**config.mk**
```make
export PLATFORM = sky130hd
export DESIGN_NAME = vrf_read_sequencer
export DESIGN_NICKNAME = d
export VERILOG_FILES = /design/src/rtl/vrf_pkg.sv /design/src/rtl/vrf_rd_fifo.sv /design/src/rtl/vrf_read_sequencer.sv
export SDC_FILE = /design/constraint.sdc
export NUM_CORES = 1
export LEC_CHECK = 0
export CORE_MARGIN = 3
export CORE_UTILIZATION = 41
export CTS_CLUSTER_SIZE = 25
export DETAILED_ROUTE_END_ITERATION = 10
export SYNTH_ARGS = -nofsm -noshare
export SYNTH_HDL_FRONTEND = slang
export SYNTH_SLANG_ARGS = --single-unit
```
**constraint.sdc**
```tcl
create_clock -name clk -period 3.5 [get_ports clk]
set_input_delay 0.7 -clock clk [delete_from_list [all_inputs] [get_ports clk]]
set_output_delay 0.7 -clock clk [all_outputs]
set_load 0.005 [all_outputs]
```
**src/rtl/vrf_pkg.sv**
```systemverilog
// Shared FSM type and elaboration helpers for the VRF read sequencer.
// No logic of its own; consumed via import by the sequencer and its FIFO.
// Backpressure: n/a.
package vrf_pkg;

    typedef enum logic [1:0] {
        ST_IDLE  = 2'd0,
        ST_ISSUE = 2'd1,
        ST_DRAIN = 2'd2
    } vrf_state_e;

    localparam int VRF_MEM_DEPTH = 512;

    function automatic int addr_width(input int depth);
        return (depth > 1) ? $clog2(depth) : 1;
    endfunction

    function automatic int len_width(input int depth);
        return $clog2(depth) + 1;
    endfunction

    // HIGH_PERFORMANCE adds the BRAM output register, costing one extra cycle.
    function automatic int read_latency(input logic [127:0] perf);
        return (perf == 128'("LOW_LATENCY")) ? 1 : 2;
    endfunction

endpackage

```
**src/rtl/vrf_rd_fifo.sv**
```systemverilog
// Return-data FIFO, first-word-fall-through, with occupancy count.
// Latency: a push is visible on data/valid the cycle after the write edge.
// Backpressure: caller must never push when full (credit-guaranteed, asserted).
module vrf_rd_fifo #(
    parameter int FIFO_DEPTH = 4,
    parameter int MEM_WIDTH  = 32
) (
    input  logic                               clk,
    input  logic                               rst,
    input  logic                               push,
    input  logic [MEM_WIDTH-1:0]               push_data,
    input  logic                               pop,
    output logic [MEM_WIDTH-1:0]               data,
    output logic                               valid,
    output logic [$clog2(FIFO_DEPTH+1)-1:0]    count
);

    localparam int PW = (FIFO_DEPTH > 1) ? $clog2(FIFO_DEPTH) : 1;
    localparam int CW = $clog2(FIFO_DEPTH + 1);

    logic [MEM_WIDTH-1:0] mem [FIFO_DEPTH];
    logic [PW-1:0]        wr_ptr;
    logic [PW-1:0]        rd_ptr;
    logic                 do_pop;

    function automatic logic [PW-1:0] next_ptr(input logic [PW-1:0] p);
        return (p == PW'(FIFO_DEPTH - 1)) ? '0 : p + PW'(1);
    endfunction

    assign valid  = (count != '0);
    assign data   = mem[rd_ptr];
    assign do_pop = pop && valid;

    always_ff @(posedge clk) begin
        if (push) begin
            mem[wr_ptr] <= push_data;
        end
    end

    always_ff @(posedge clk) begin
        if (rst) begin
            wr_ptr <= '0;
            rd_ptr <= '0;
            count  <= '0;
        end else begin
            if (push) begin
                wr_ptr <= next_ptr(wr_ptr);
            end
            if (do_pop) begin
                rd_ptr <= next_ptr(rd_ptr);
            end
            case ({push, do_pop})
                2'b10:   count <= count + CW'(1);
                2'b01:   count <= count - CW'(1);
                default: ;
            endcase
            assert (!(push && count == CW'(FIFO_DEPTH)));
        end
    end

endmodule

```
**src/rtl/vrf_read_sequencer.sv**
```systemverilog
// Streams a contiguous, wrapping run of VRF words out as a valid/ready stream.
// Latency: start in cycle 0 -> first ren_o cycle 1 -> first valid_o cycle READ_LATENCY+2.
// Backpressure: reads issue only while FIFO occupancy plus in-flight reads leave a free entry.
module vrf_read_sequencer import vrf_pkg::*; #(
    parameter int MEM_DEPTH       = VRF_MEM_DEPTH,
    parameter int MEM_WIDTH       = 32,
    parameter     RAM_PERFORMANCE = "HIGH_PERFORMANCE",
    parameter int FIFO_DEPTH      = 4
) (
    input  logic                                 clk,
    input  logic                                 rst,
    input  logic                                 start_i,
    input  logic [addr_width(MEM_DEPTH)-1:0]     base_addr_i,
    input  logic [len_width(MEM_DEPTH)-1:0]      len_i,
    output logic                                 busy_o,
    output logic                                 done_o,
    output logic [addr_width(MEM_DEPTH)-1:0]     raddr_o,
    output logic                                 ren_o,
    output logic                                 oreg_en_o,
    input  logic [MEM_WIDTH-1:0]                 vrf_dout_i,
    output logic [MEM_WIDTH-1:0]                 data_o,
    output logic                                 valid_o,
    output logic                                 last_o,
    input  logic                                 ready_i
);

    localparam int AW = addr_width(MEM_DEPTH);
    localparam int LW = len_width(MEM_DEPTH);
    localparam int RL = read_latency(128'(RAM_PERFORMANCE));
    localparam int CW = $clog2(FIFO_DEPTH + 1);

    if (FIFO_DEPTH < RL + 2) begin : g_bad_depth
        $error("vrf_read_sequencer: FIFO_DEPTH must be >= READ_LATENCY+2");
    end

    vrf_state_e     state;
    logic [AW-1:0]  base_q;
    logic [LW-1:0]  len_q;
    logic [LW-1:0]  issue_cnt;
    logic [LW-1:0]  accept_cnt;
    logic [RL-1:0]  lat_sr;
    logic [CW-1:0]  in_flight;
    logic [CW-1:0]  fifo_count;
    logic [CW:0]    occupancy;
    logic [AW:0]    addr_sum;
    logic           credit_ok;
    logic           last_read;
    logic           fifo_valid;
    logic           pop;

    always_comb begin
        in_flight = '0;
        for (int i = 0; i < RL; i++) begin
            in_flight = in_flight + CW'(lat_sr[i]);
        end
    end

    // Registered counts only: a pop this cycle frees its credit next cycle.
    assign occupancy = {1'b0, fifo_count} + {1'b0, in_flight};
    assign credit_ok = occupancy < (CW + 1)'(FIFO_DEPTH);

    assign ren_o     = (state == ST_ISSUE) && credit_ok;
    assign last_read = ren_o && (issue_cnt == len_q - LW'(1));
    assign oreg_en_o = (RL == 2) ? ~rst : 1'b0;

    // base < MEM_DEPTH and issue_cnt < MEM_DEPTH, so one subtraction wraps.
    assign addr_sum = {1'b0, base_q} + issue_cnt;
    assign raddr_o  = (addr_sum >= (AW + 1)'(MEM_DEPTH))
                      ? AW'(addr_sum - (AW + 1)'(MEM_DEPTH))
                      : AW'(addr_sum);

    assign valid_o = fifo_valid;
    assign last_o  = fifo_valid && (accept_cnt == len_q - LW'(1));
    assign pop     = fifo_valid && ready_i;

    vrf_rd_fifo #(
        .FIFO_DEPTH (FIFO_DEPTH),
        .MEM_WIDTH  (MEM_WIDTH)
    ) u_fifo (
        .clk       (clk),
        .rst       (rst),
        .push      (lat_sr[RL-1]),
        .push_data (vrf_dout_i),
        .pop       (pop),
        .data      (data_o),
        .valid     (fifo_valid),
        .count     (fifo_count)
    );

    always_ff @(posedge clk) begin
        if (rst) begin
            state      <= ST_IDLE;
            base_q     <= '0;
            len_q      <= '0;
            issue_cnt  <= '0;
            accept_cnt <= '0;
            lat_sr     <= '0;
            busy_o     <= 1'b0;
            done_o     <= 1'b0;
        end else begin
            done_o <= 1'b0;
            lat_sr <= RL'({lat_sr, ren_o});

            case (state)
                ST_IDLE: begin
                    if (start_i) begin
                        if (len_i != '0) begin
                            base_q     <= base_addr_i;
                            len_q      <= len_i;
                            issue_cnt  <= '0;
                            accept_cnt <= '0;
                            busy_o     <= 1'b1;
                            state      <= ST_ISSUE;
                        end else begin
                            done_o <= 1'b1;
                        end
                    end
                end
                ST_ISSUE: begin
                    if (ren_o) begin
                        issue_cnt <= issue_cnt + LW'(1);
                    end
                    if (last_read) begin
                        state <= ST_DRAIN;
                    end
                end
                ST_DRAIN: ;
                default: state <= ST_IDLE;
            endcase

            if (pop) begin
                accept_cnt <= accept_cnt + LW'(1);
                if (last_o) begin
                    done_o <= 1'b1;
                    busy_o <= 1'b0;
                    state  <= ST_IDLE;
                end
            end
        end
    end

endmodule

```
==> results of run 1 <==
==> synth_stat cells (2+ instances only) <==
library cell  count
mux2i_1           4
a21boi_0          2
ha_1             18
nand3_1          17
a22oi_1           2
nand2_1          45
o21a_1            2
inv_1            16
mux4_2           32
nor2_1           45
nor3_1           10
nor4_1            5
fa_1              2
xnor2_1          19
nor3b_1           2
nand2b_1          6
edfxtp_1        128
a311oi_1          4
buf_2             8
dfxtp_1          54
a21oi_1          38
and4_1            3
nand4_1           3
o211ai_1          2
o221a_2           2
and2_1            9
or2_2             3
a31oi_1           2
a211o_1           3
o21ai_0          11
buf_1             2
nor2b_1           4
a21o_1            3
xor2_1           14
or3_1             6
buf_4             2
and3_1            3
clkbuf_1         17
==> sequential cells by signal, summed over array words and instances (netlist names), named ones only <==
register,count
accept_cnt,10
base_q,9
busy_o,1
done_o,1
issue_cnt,10
lat_sr,2
len_q,10
state,2
u_fifo.count,3
u_fifo.mem,128
u_fifo.rd_ptr,2
u_fifo.wr_ptr,2
==> per-layer routing <==
metal,vias up,share of wire [%],track usage [%]
met1,2372,45,21.0
met3,12,4.4,3.74
met4,0,0.97,5.74
met2,118,50,26.7
li1,2358,-,-
met5,-,0,0
==> layout make-up <==
cell class / count / area [um^2]
clock buffer: 17 / 425
sequential: 182 / 4930
inverter: 16 / 60.1
multi-input combinational: 344 / 2780
clock inverter: 15 / 195
tap: 234 / 293
fill: 1555 / 8940
timing repair buffer: 117 / 1140
==> layout by cell type (no fill, tap or decap), types with 9 or more instances in the layout <==
cell and n:
xor2_1 14, buf_4 15, edfxtp_1 128, a21oi_1 37
nor3_1 9, clkbuf_16 17, nor2_1 44, nand3_1 17
dfxtp_1 48, nand2_1 45, ha_1 17, mux4_2 32
clkdlybuf4s50_1 98, xnor2_1 19, o21ai_0 10, inv_1 14
==> kinds of logic (layout without fill, tap and decap cells) <==
group                    after synthesis  after routing  synth area share (%)
multiplexers                          37             37                  9.82
XOR/XNOR                              34             34                  3.88
adder cells (fa/ha/maj)               20             20                  3.37
AND/OR/NAND/NOR                      169            169                  10.6
flip-flops                           182            182                  62.6
AO/OA/AOI/OAI                         84             84                  7.24
buffers and inverters                 46            165                  2.43
==> worst max-delay path by stage <==
stage | from | to | slack [ps] | cells after the start
floorplan | len_q[0] | last_o | 980 | 8
global placement | issue_cnt[0] | raddr_o[8] | 310 | 10
detailed placement | issue_cnt[0] | raddr_o[8] | 240 | 10
CTS | len_q[0] | last_o | 10 | 8
global route | issue_cnt[0] | raddr_o[8] | 20 | 10
finish | issue_cnt[1] | raddr_o[7] | 220 | 8
==> worst max-delay path, cell delays in order, from the launching register on <==
cell and delay (ps):
dfxtp_2 350, ha_1 270, a21o_1 190, a21oi_2 180
nand2b_1 120, a21boi_0 130, o211ai_1 230, xnor2_1 160
clkdlybuf4s50_1 530
==> per-stage QoR <==
step,setup slack [ps],total power [mW]
finish,215,5.25
global route,19.6,5.49
CTS,11.1,5.30
detailed placement,239,3.29
global placement,307,3.28
floorplan,976,2.93
==> report_power, final <==
| part | switching, mW | total, mW | internal [mW] | leakage (nW) |
|---|---|---|---|---|
| clock network | 0.909 | 2.01 | 1.10 | 0.309 |
| logic | 0.353 | 0.807 | 0.454 | 1.45 |
| registers | 0.0727 | 2.43 | 2.36 | 1.60 |
| total | 1.34 | 5.25 | 3.92 | 3.35 |
==> timing repair <==
action | CTS | global route
endpoints found under the hold margin | 0 | 0
setup buffers | 1 | 1
cloned | 0 | 0
pin swaps | 3 | 4
resized for setup | 10 | 7
endpoints found under the setup margin | 3 | 4
==> results.ini, run 1 <==
[yosys]
synth_area_leaders=edfxtp_1 49%, dfxtp_1 14%, mux4_2 9.2%
syn_area_per_cell_um2=13.7
async_flop_share_pct=0
ys_ff_latch=182
yosys_warnings=0
synth_edf_count=128
synth_area_um2=7860
syn_nets=647
synth_cells=572
ys.flop_type=edfxtp_1
ys_types=62
synth.largest_area_cell=edfxtp_1
yosysSeqAreaShare_pct=62.6
yosysTopAreaCellShare_pct=48.9

[critical_path]
arrival_ps=2580
path_max_fanout=5
r2r_end=u_fifo.count[2]
worstSetupPathType=reg2out
cp_data_required_time_ps=2800
reg2reg_slack_ps=1090
cp-start-kind=flip-flop
end_kind=output port
rr_worst_depth=9
r2r_start=u_fifo.count[1]

[global_routing]
grt_pass1_wl_um=25700
grt_pass1_vias=4936
grt_max_degree=37
gr-total-overflow=0
antenna_found_initial=0
grt.total_usage_pct=16.2

[route]
wl_per_cell_um=17.6
dr.first_iter.drc_count=212
drtAntennaViolNets=0
wirelength_um=16300
viasPerCell=5.25
drc=0
drtPass1Iterations=5
vias=4860

[timing]
clock.fmax_ghz=0.304
tns_ps=0
holdWs_ps=466
rsz0062_at_grt=false
finClkSkew_ps=12.5
setup-violations-final=0
relSlewSlack_pct=40.2
finalHoldViolations=0
worstMarginPinSlew_ps=897
post-route-min-period_ps=3280
finalCritPeriodShare_pct=93.8
final_max_slew_viol_count=0

[worst_hold_path]
hold_path_class=reg2reg
worstHoldEndpoint=base_q[4]
hold_depth=2
min_from=base_q[4]

[final_layout]
final_cells=925
final_area_um2=9830
drive_gt1_share_pct=15.8
diodes=0
fin_util_pct=52.4
area_growth_pct=25.0
final_nets=753

[die]
initial_core_util_pct=41.9
num_rows=50
pin_count=102
die_y_um=144
die_x_um=144
die_area_um2=20900
core_region_area_um2=18800

[clock_tree]
cts.path.max_buffers=2
cts_root_buf=clkbuf_16
h-tree-depth=4
clock-sinks=182
insertion_delay_ps=430
clk_pin_slew_worst_paths_ps=70
cts_buffers=17
cts_tree=done
hold_buffers=0

[place]
dp.cells=891
port_buffers=101
gp_congestion=0.844
placed_area_um2=9160
dpl.hpwl_um=10900

[flow_run]
max_cap_violations=0

[power]
peakVddDrop_mv=0.334
p_leak_nw=3.35
p_per_area_nw_per_um2=534

[status]
outcome=completed

No activity file was read; power rests on OpenSTA's default activity.
==> run 2, diff against run 1 <==
--- a/config.mk
+++ b/config.mk
@@ -7,6 +7,7 @@
 export LEC_CHECK = 0
 export CORE_MARGIN = 3
 export CORE_UTILIZATION = 41
+export CTS_BUF_LIST = sky130_fd_sc_hd__clkbuf_8
 export CTS_CLUSTER_SIZE = 25
 export DETAILED_ROUTE_END_ITERATION = 10
 export SYNTH_ARGS = -nofsm -noshare
==> results.ini, run 2 (synthesis gave the netlist of run 1 again) <==
[global_routing]
gr-total-overflow=0
antenna_found_initial=0
grt.total_usage_pct=16.1
grt_pass1_wl_um=25600
grt_max_degree=37
grt_pass1_vias=4903

[timing]
finClkSkew_ps=18.6
clock.fmax_ghz=0.301
final_max_slew_viol_count=0
finalHoldViolations=0
finalCritPeriodShare_pct=94.9
setup-violations-final=0
rsz0062_at_grt=true
post-route-min-period_ps=3320
worstMarginPinSlew_ps=918
holdWs_ps=469
relSlewSlack_pct=38.8

[final_layout]
largest_register_ff_count=128
area_growth_pct=22.6
regArea_um2=4940
mostFrequentLayoutCells=128 x edfxtp_1, 98 x clkdlybuf4s50_1, 47 x dfxtp_1
layout.cells.most_common=edfxtp_1
final_area_um2=9640
diodes=0
drive_gt1_share_pct=16.1
fin_util_pct=51.4
top_register=u_fifo.mem
nFillCells=1580
multi_input_area_um2=2780
final_cells=925
final_nets=753

[clock_tree]
clock-sinks=182
clk_pin_slew_worst_paths_ps=100
cts_root_buf=clkbuf_8
cts_tree=done
cts_buffers=17
hold_buffers=0
cts.path.max_buffers=2
insertion_delay_ps=470
h-tree-depth=4

[critical_path]
worstSetupStartpoint=issue_cnt[1]
end_kind=output port
rr_worst_depth=9
cp_data_required_time_ps=2800
worstSetupPathType=reg2out
r2r_end=u_fifo.count[2]
endpoint=raddr_o[7]
cp-start-kind=flip-flop
path_max_fanout=5
arrival_ps=2620
r2r_start=u_fifo.count[1]
reg2reg_slack_ps=1090

[die]
pin_count=102
die_y_um=144
num_rows=50
core_region_area_um2=18800
initial_core_util_pct=41.9
die_x_um=144
die_area_um2=20900

[route]
viasPerCell=5.27
drc=0
wirelength_um=16300
vias=4873
dr.first_iter.drc_count=255
drtPass1Iterations=5
wl_per_cell_um=17.6
drtAntennaViolNets=0

[place]
dp.cells=891
gp_congestion=0.844
port_buffers=101
dpl.hpwl_um=10900
placed_area_um2=9160

[flow_run]
max_cap_violations=0

[worst_hold_path]
hold_path_class=reg2reg

[status]
outcome=completed

[power]
peakVddDrop_mv=0.222
total_power_mw=4.77
p_leak_nw=3.27
p_per_area_nw_per_um2=495

[run 2: cell count changes in the layout (fill, tap and decap cells not counted)]
cell / previous run / this run
clkbuf_8: 0 / 17
o21ai_0: 10 / 9
a21oi_1: 37 / 36
dfxtp_2: 5 / 6
o21ai_1: 1 / 2
dfxtp_1: 48 / 47
clkbuf_16: 17 / 0
a21oi_2: 1 / 2
[run 2: through the flow]
stage / TNS [ps] / worst slack [ps]
5_1_grt: -27.7 / -27.7
4_1_cts: 0 / 3.13
3_3_place_gp: 0 / 307
2_1_floorplan: 0 / 976
3_5_place_dp: 0 / 239
6_report: 0 / 179
[run 2: area by class of cell]
cell class / instances / share of cell area [%]
flip-flops and latches: 182 / 51.2
multi-input cells: 344 / 28.8
repair buffers: 117 / 11.9
well taps: 234 / 3.04
clock buffers: 17 / 2.43
clock inverters: 15 / 2.02
inverters: 16 / 0.623
[run 2: how the worst min path moves through the flow]
stage | start | endpoint | cells after the start
5_1_grt | base_q[4] | base_q[4] | 2
2_1_floorplan | base_q[0] | base_q[0] | 2
4_1_cts | base_q[4] | base_q[4] | 2
6_report | base_q[4] | base_q[4] | 2
3_5_place_dp | base_q[4] | base_q[4] | 2
3_3_place_gp | base_q[4] | base_q[4] | 2
[run 2: metal layers]
metal	global-route usage, %	wire length, um
met5	0	0
met4	6.19	289
met3	3.44	787
met2	26.5	8030
met1	20.8	7210
[run 2: report_power, final]
| part | switching [mW] | internal [mW] |
|---|---|---|
| clock | 0.850 | 0.684 |
| combinational | 0.354 | 0.454 |
| sequential | 0.0730 | 2.36 |
[run 2: worst max-delay path, cell delays in order, from the launching register on]
cell             delay (ps)
dfxtp_2                 360
ha_1                    270
a21o_1                  190
a21oi_2                 170
nand2b_1                120
a21boi_0                140
o211ai_1                230
xnor2_1                 160
clkdlybuf4s50_1         530
[run 2: repair_timing]
item,CTS,global route
endpoints found under the setup margin,3,5
gates cloned,0,0
buffers inserted,1,1
resized for setup,13,7
pin swaps,3,4
